==> config.mk <==
export PLATFORM = sky130hd
export DESIGN_NAME = fetch_queue
export DESIGN_NICKNAME = d
export VERILOG_FILES = /design/src/rtl/fetch_queue.sv
export SDC_FILE = /design/constraint.sdc
export NUM_CORES = 1
export LEC_CHECK = 0
export ABC_AREA = 1
export BUFFER_PORTS_ARGS = -buffer_cell sky130_fd_sc_hd__buf_2
export CORE_UTILIZATION = 47
export CTS_BUF_LIST = sky130_fd_sc_hd__clkbuf_8
export DETAILED_ROUTE_END_ITERATION = 8
export HOLD_SLACK_MARGIN = 0.02
export PLACE_DENSITY = 0.78
export SLEW_MARGIN = 20
export SYNTH_ARGS = -nofsm -noshare
export SYNTH_HDL_FRONTEND = slang
export SYNTH_SLANG_ARGS = --single-unit
==> constraint.sdc <==
create_clock -name clk -period 8.7 [get_ports clk]
set_input_delay 0 -clock clk [delete_from_list [all_inputs] [get_ports clk]]
set_output_delay 0 -clock clk [all_outputs]
set_load 0.01 [all_outputs]
==> src/rtl/fetch_queue.sv <==
// Instruction fetch queue between fetch and decode: a DEPTH-entry circular buffer
// of {instr, pc, pc+4}, head presented from storage, cleared on an execute redirect.
module fetch_queue #(
  parameter int DEPTH = 4
) (
  input  logic                     clk,
  input  logic                     rst,
  input  logic                     Valid_F,
  output logic                     Ready_F,
  input  logic [31:0]              PC_F,
  input  logic [31:0]              PCPlus4_F,
  input  logic [31:0]              Instr_F,
  input  logic                     Flush_E,
  input  logic                     Stall_D,
  output logic                     Valid_D,
  output logic [31:0]              Instr_D,
  output logic [31:0]              PC_D,
  output logic [31:0]              PCPlus4_D,
  output logic [$clog2(DEPTH):0]   Count
);

  localparam int AW = $clog2(DEPTH);
  localparam int CW = AW + 1;
  localparam logic [31:0]   NOP  = 32'h0000_0013;
  localparam logic [CW-1:0] FULL = CW'(DEPTH);

  logic [AW-1:0] wr_ptr;
  logic [AW-1:0] rd_ptr;
  logic [CW-1:0] count;
  logic          push;
  logic          pop;
  logic          head_vld;

  logic [31:0] instr_mem [DEPTH];
  logic [31:0] pc_mem    [DEPTH];
  logic [31:0] pc4_mem   [DEPTH];

  // DEPTH is a power of two, so natural overflow of the pointer is the wrap.
  function automatic logic [AW-1:0] ptr_inc(input logic [AW-1:0] p);
    return p + 1'b1;
  endfunction

  // Ready never looks at a same-cycle pop: a full queue refuses fetch outright.
  assign head_vld = (count != '0);
  assign Ready_F  = (count < FULL) && !Flush_E;
  assign push     = Valid_F && Ready_F;
  assign pop      = head_vld && !Stall_D && !Flush_E;

  // Control state: pointers and occupancy
  always_ff @(posedge clk) begin
    if (!rst) begin
      wr_ptr <= '0;
      rd_ptr <= '0;
      count  <= '0;
    end else if (Flush_E) begin
      wr_ptr <= '0;
      rd_ptr <= '0;
      count  <= '0;
    end else begin
      if (push) wr_ptr <= ptr_inc(wr_ptr);
      if (pop)  rd_ptr <= ptr_inc(rd_ptr);
      case ({push, pop})
        2'b10:   count <= count + CW'(1);
        2'b01:   count <= count - CW'(1);
        default: count <= count;
      endcase
    end
  end

  // Entry storage carries no reset; contents only matter below count.
  always_ff @(posedge clk) begin
    if (push && rst) begin
      instr_mem[wr_ptr] <= Instr_F;
      pc_mem[wr_ptr]    <= PC_F;
      pc4_mem[wr_ptr]   <= PCPlus4_F;
    end
  end

  // Decode-side head, forced to NOP/0 when nothing is queued
  always_comb begin
    Valid_D   = head_vld;
    Instr_D   = NOP;
    PC_D      = '0;
    PCPlus4_D = '0;
    if (head_vld) begin
      Instr_D   = instr_mem[rd_ptr];
      PC_D      = pc_mem[rd_ptr];
      PCPlus4_D = pc4_mem[rd_ptr];
    end
  end

  assign Count = count;

endmodule

==> summary.md, run 1 <==
| Metric | Value |
|---|---|
| Status | `completed` |
| Grt met3 use | `0.04191` |
| Via count | `10360` |
| Boundary Pins | `202` |
| Routed Antenna Nets | `0` |
| Initial core utilization | `0.4813` |
| CTS Buf Count | `61` |
| Synth top area share | `0.7534` |
| Required time worst endpoint | `a little under 9000 ps` |
| Static leakage | `6.968 nW` |
| Core Region | `31800 sq um` |
| CTS tree | `built` |
| First-iteration detailed-routing DRC count | `815` |
| Gr usage total | `0.2077` |
| Dpl cell area | `16600 sq um` |
| Most frequent cells in the layout | `edfxtp_1 (384), nor2_1 (381), buf_2 (201)` |
| First-pass GRT wire length | `approximately 54000 um` |
| Post-CTS Resized | `0` |
| Final HPWL DP | `~19000 um` |
| Commonest non-fill, non-tap cell in the layout | `edfxtp_1` |
| I/O Buffers | `201` |
| Multi-input gate area | `3157 sq um` |
| Syn Inst Count | `1202` |
| Routability cong. | `between 0.7 and 0.8` |
| Fin crit period | `3184 ps` |
| Syn nets | `1309` |
| Antenna violations before repair | `2` |
| Pwr Density | `204.0 nW/um^2` |
| # nets final | `roughly 1600` |
| Synth Register Bits | `393` |
| Placed cells | `1778` |
| Max-Slew Margin vs Limit | `0.3493` |
| Power, Total | `3.844 mW` |
| Setup violations, final | `0` |
| Layout fillers | `2435` |
| Avg WL per Cell | `17.57 um` |
| Critical Path Max Stage Delay | `710 ps` |
| CP cell instances | `inv_4, buf_6, a21oi_1, o21ai_0, buf_2` |
| Final Hold Vio Count | `0` |
| Layout area overhead | `23.10%` |
| Top cells by area, synth | `edfxtp_1 (75%), nor2_1 (9.4%), o21ai_0 (5.5%), a21oi_1 (3.4%), dfxtp_1 (1.2%)` |
| Period Utilization, post-route | `0.3660` |
| Worst IR drop on VDD | `0.0001335 V` |
| Critical path capture point type | `primary output` |
| Die area | `33290 sq um` |
| RSZ-0062 raised after global routing | `no` |
| Post-synth cell types | `19` |
| Kind of critical path | `register to primary output` |
| Share of cells above drive strength 1 | `0.1942` |
| CTS HTree Levels | `2` |
| Skew-Pair Late Insertion Delay | `590 ps` |
| Post-Layout Cell Count | `1987` |
| Clk root buf | `clkbuf_8` |
| Critical Path Fanout Max | `123` |
| Via/cell ratio | `5.212` |
| Crit-path leading delay family | `buffers and inverters` |
| Vias in the first global route | `10310` |
| Die W | `roughly 180 um` |
| Row count | `65` |
| Total global routing overflow | `0` |
| Die Y | `182.5 um` |
| Clock skew | `15.13 ps` |
| Fin Setup TNS | `0 ps` |
| Slowest cell on crit path | `buf_6` |
| Drt pass-1 iters | `6` |
| Setup slack, reg-to-reg | `roughly 5600 ps` |
| Largest net degree at the start of global routing | `about 120` |
| Critical Path Source Type | `register` |
| Worst hold slack | `approximately 160 ps` |
| Sequential cell area | `11720 sq um` |
| Dpl ws | `5658 ps` |
| Mapped cell area | `about 15000 sq um` |
| CTS Sinks | `just under 400` |
| Worst-Margin Slew | `around 1000 ps` |
| Seq/Total Area, Yosys | `0.7651` |
| Synthesis Warnings | `0` |
| Slew Limit Fails | `0` |
| MaxCap Viol Count | `0` |
| Fin util | `0.5925` |
| Syn avg cell area | `12.73 sq um` |
| Fin worst setup slack | `5516 ps` |
| Synth area leader | `edfxtp_1` |
| Design Area, Final | `around 19000 sq um` |
| Hold Crit Class | `primary input to register` |
| Final wirelength | `34920 um` |
| DR DRC count | `0` |
| Worst path bufs/invs | `3` |
| Met1 Track Usage GR | `0.2557` |
| Met2 Usage GRT | `0.3635` |
| Max Fclk | `about 0.31 GHz` |
| Crit path DAT | `3180 ps` |
| Clock slew seen by the registers of the worst setup and hold paths | `60 ps` |
| Max clock buf depth | `3` |
| GRT Max-Usage Layer | `met2` |
| Post-CTS Setup Inserts | `0` |
sequential cells by signal, summed over array words and instances, names as in the netlist, named ones only:
signal	cells
instr_mem	128
pc4_mem	128
pc_mem	128
Count	3
rd_ptr	2
wr_ptr	2
area by class of cell:
cell class                 count  share of cell area
antenna                        2           0.0002656
clock buffer                  63             0.04602
clock inverter                44             0.01912
inverter                      20            0.004316
multi-input combinational    716              0.1675
sequential                   393              0.6220
tap                          435             0.02889
timing repair buffer         314              0.1119
cell usage after synthesis (all sizes together):
| master | number |
|---|---|
| ha | 5 |
| nor2 | 385 |
| clkbuf | 28 |
| fa | 1 |
| o21ai | 193 |
| edfxtp | 384 |
| dfxtp | 9 |
| buf | 45 |
| nand3 | 4 |
| nand2 | 24 |
| a21oi | 104 |
| inv | 20 |
what timing repair did:
item | CTS | global route
endpoints found under the hold margin | 393 | 0
endpoints found under the setup margin | 0 | 0
hold buffers | 100 | 0
path summary, 6_finish.rpt:
| kind | start | end | cells after the start |
|---|---|---|---|
| setup / recovery | register | Instr_D[4] | 5 |
| hold reg to reg | Count[0] | Count[0] | 1 |
| hold / removal | PCPlus4_F[27] | pc4_mem[3][27] | 2 |
| setup reg to reg | Count[2] | instr_mem[0][30] | 4 |
cells by family after synthesis:
logic type | count (synthesis) | synth area share
flip-flops | 393 | 0.7651
buffers and inverters | 93 | 0.03057
adder cells (fa/ha/maj) | 6 | 0.005395
AND/OR/NAND/NOR | 413 | 0.1018
AO/OA/AOI/OAI | 297 | 0.09711
per-layer routing:
metal / vias up / wire, um
met1: 4978 / 13790
li1: 4872 / -
met5: - / 0
met3: 61 / 2646
met4: 0 / 752
met2: 445 / 17730
where the power goes:
part	switching (mW)	internal, mW	total, mW
Combinational	0.112	0.0774	0.189
Clock	0.677	0.873	1.55
Sequential	0.00580	2.10	2.10
No activity file was read; power rests on OpenSTA's default activity.
==> run 2: changes to the inputs <==
==> constraint.sdc (replaced) <==
create_clock -name clk -period 3.2 [get_ports clk]
set_input_delay 0 -clock clk [delete_from_list [all_inputs] [get_ports clk]]
set_output_delay 0 -clock clk [all_outputs]
set_load 0.01 [all_outputs]
==> run 2 against run 1 <==
Effect of this change: final cell count up 0.45%; first-iteration DRC count down 13%; setup slack worse by 5100 ps; sequential share of layout area down 0.19 points; register-to-register slack worse by 4500 ps; clock power rose to 2.5 times the previous value; critical path type unchanged; via count up 0.24%.
==> summary.md, run 2 (synthesis gave the netlist of run 1 again) <==
| Metric | Value |
|---|---|
| Final HPWL DP | `18210 um (-2.2%)` |
| Slowest cell on crit path | `dfxtp_4` |
| Drt pass-1 iters | `5 (-1)` |
| Layout area overhead | `23.47%` |
| Hold Crit Depth | `2 (unchanged)` |
| Skew-Pair Late Insertion Delay | `590 ps (about the same)` |
| Slew Limit Fails | `0 (unchanged)` |
| Critical Path Source Type | `register` |
| Commonest non-fill, non-tap cell in the layout | `edfxtp_1` |
| CTS Sinks | `393 (unchanged)` |
| Gr usage total | `0.2126 (+0.004880)` |
| Critical Path Fanout Max | `60 (-51%)` |
| Kind of critical path | `register to primary output` |
| Hold_sp | `PCPlus4_F[6]` |
| Crit-path leading delay family | `buffers and inverters` |
| Crit Reg-Reg Startpoint | `Count[2]` |
| Top layer in use | `met4` |
| Clk root buf | `clkbuf_8` |
| Worst reg2reg path endpoint | `pc_mem[0][16]` |
| Power, Total | `10.14 mW (+160%)` |
| CTS Buf Count | `61 (unchanged)` |
| Fin crit period | `2805 ps` |
| Clock skew | `15.57 ps (+0.4392 ps)` |
| Top Registers | `instr_mem (128), pc4_mem (128), pc_mem (128)` |
| Max Fclk | `~0.36 GHz` |
| Setup slack, reg-to-reg | `1090 ps (-4530 ps)` |
| Most frequent cells in the layout | `edfxtp_1 (384), nor2_1 (381), buf_2 (201)` |
| MaxCap Viol Count | `0 (unchanged)` |
| Setup violations, final | `0 (unchanged)` |
| Critical Path Max Stage Delay | `760 ps (+50 ps)` |
| Post-CTS Resized | `0 (unchanged)` |
| Share of cells above drive strength 1 | `0.1937 (-0.0004796)` |
| DRT met1 WL | `13760 um (-0.22%)` |
| First-pass GRT wire length | `54890 um (+2.3%)` |
| Status | `completed` |
| Post-Layout Cell Count | `1996 (+0.45%)` |
| Row count | `65 (unchanged)` |
| Multi-input gate area | `3157 sq um (unchanged)` |
| Clock slew seen by the registers of the worst setup and hold paths | `60 ps (about the same)` |
| Final wirelength | `35330 um (+1.2%)` |
| Antenna violations before repair | `2 (unchanged)` |
| Layout fillers | `2424 (-0.45%)` |
| RSZ-0062 raised after global routing | `no` |
| Worst IR drop on VDD | `0.0005527 V (+310%)` |
| Static leakage | `6.968 nW (about the same)` |
| I/O Buffers | `201 (unchanged)` |
| Reg2Reg Depth | `4 (unchanged)` |
| Die Y | `182.5 um (unchanged)` |
| Total global routing overflow | `0 (unchanged)` |
| # nets final | `1618 (+0.31%)` |
| Routed Antenna Nets | `0 (unchanged)` |
| Via count | `10380 (+0.24%)` |
| Worst hold slack | `164.2 ps (+7.767 ps)` |
| Core Region | `31800 sq um (unchanged)` |
| Max-Slew Margin vs Limit | `0.4403 (+0.09099)` |
| Worst path bufs/invs | `3 (unchanged)` |
| Met2 WL post-DR | `18140 um (+2.3%)` |
| Routability cong. | `0.7418 (-2.6%)` |
| Largest net degree at the start of global routing | `115 (-7.3%)` |
| Hold Crit Class | `primary input to register` |
| CTS HTree Levels | `2 (unchanged)` |
| Die area | `33290 sq um (unchanged)` |
| Required time worst endpoint | `3200 ps (-5500 ps)` |
| Max clock buf depth | `3 (unchanged)` |
| CTS tree | `built` |
| CP cell instances | `inv_4, buf_12, nor2_1, o21ai_0, a21oi_1, buf_2` |
| Pwr Density | `536.5 nW/um^2 (+160%)` |
| Vias in the first global route | `10770 (+4.5%)` |
| Via/cell ratio | `5.201 (-0.21%)` |
| Worst-Margin Slew | `839.5 ps (-136.5 ps)` |
| Sequential cell area | `11720 sq um (unchanged)` |
| Avg WL per Cell | `17.70 um (+0.72%)` |
| Boundary Pins | `202 (unchanged)` |
| Critical path capture point type | `primary output` |
| Die W | `182.5 um (unchanged)` |
| Final Hold Vio Count | `0 (unchanged)` |
| First-iteration detailed-routing DRC count | `705 (-13%)` |
| Period Utilization, post-route | `0.8765` |
| Initial core utilization | `0.4813 (unchanged)` |
| Met3 wire length | `2565 um (-3.1%)` |
| Crit path DAT | `2800 ps (-380 ps)` |
| DR DRC count | `0 (unchanged)` |
| Hold Path Sink | `pc4_mem[3][6]` |
| Placed cells | `1781 (+0.17%)` |
-- run 2: changes by cell type in the layout (fill, tap and decap cells not counted), sizes merged --
cell         delta
clkinv         +16
clkinvlp        -1
buf             +3
bufinv          -4
inv             -6
dlygate4sd3     +2
clkbuf          -1
-- run 2: worst max-delay path by stage --
stage / start / to / slack [ps] / cells after the start
2_1_floorplan: Count[2] / instr_mem[0][0] / -580 / 3
3_3_place_gp: register / PCPlus4_D[11] / 1060 / 6
3_5_place_dp: register / PCPlus4_D[7] / 1050 / 6
4_1_cts: register / PCPlus4_D[7] / 410 / 6
5_1_grt: register / Instr_D[7] / 200 / 6
6_report: register / Instr_D[7] / 400 / 6
-- run 2: through the flow --
stage | setup slack, ps | util | setup TNS (ps) | instance area [sq um]
after detailed placement | 1050 | 0.5264 | 0 | 16740
after floorplan | -582.4 | - | -223660 | 15320
final | 395.3 | 0.5943 | 0 | 18900
after global routing | 204.6 | 0.5943 | 0 | 18900
after global placement | 1064 | 0.5264 | 0 | 16740
after CTS | 408.1 | 0.5941 | 0 | 18890
-- run 2: report_power, final --
part / switching, mW / leakage (nW) / total (mW) / internal [mW]
sequential: 0.0139 / 3.54 / 5.72 / 5.70
clock: 1.86 / 0.641 / 3.90 / 2.04
combinational: 0.302 / 2.78 / 0.521 / 0.219
total: 2.18 / 6.97 / 10.1 / 7.96
-- run 2: cell type report --
| type | count | share of cell area |
|---|---|---|
| sequential | 393 | 0.6201 |
| multi-input combinational | 716 | 0.1670 |
| timing repair buffer | 319 | 0.1196 |
| clock buffer | 62 | 0.04515 |
| tap | 435 | 0.02880 |
| clock inverter | 49 | 0.01476 |
| inverter | 20 | 0.004304 |
| antenna | 2 | 0.0002648 |
-- run 2: repair_timing --
action	in CTS	in global routing
setup endpoints to repair	0	0
hold buffers	102	0
buffers inserted	0	0
hold endpoints to repair	393	0
-- run 2: routing by layer --
layer | up-vias | global-route usage
met1 | 5014 | 0.2408
met4 | 0 | 0.08101
met2 | 405 | 0.3904
met3 | 75 | 0.04590
met5 | - | 0
li1 | 4887 | -
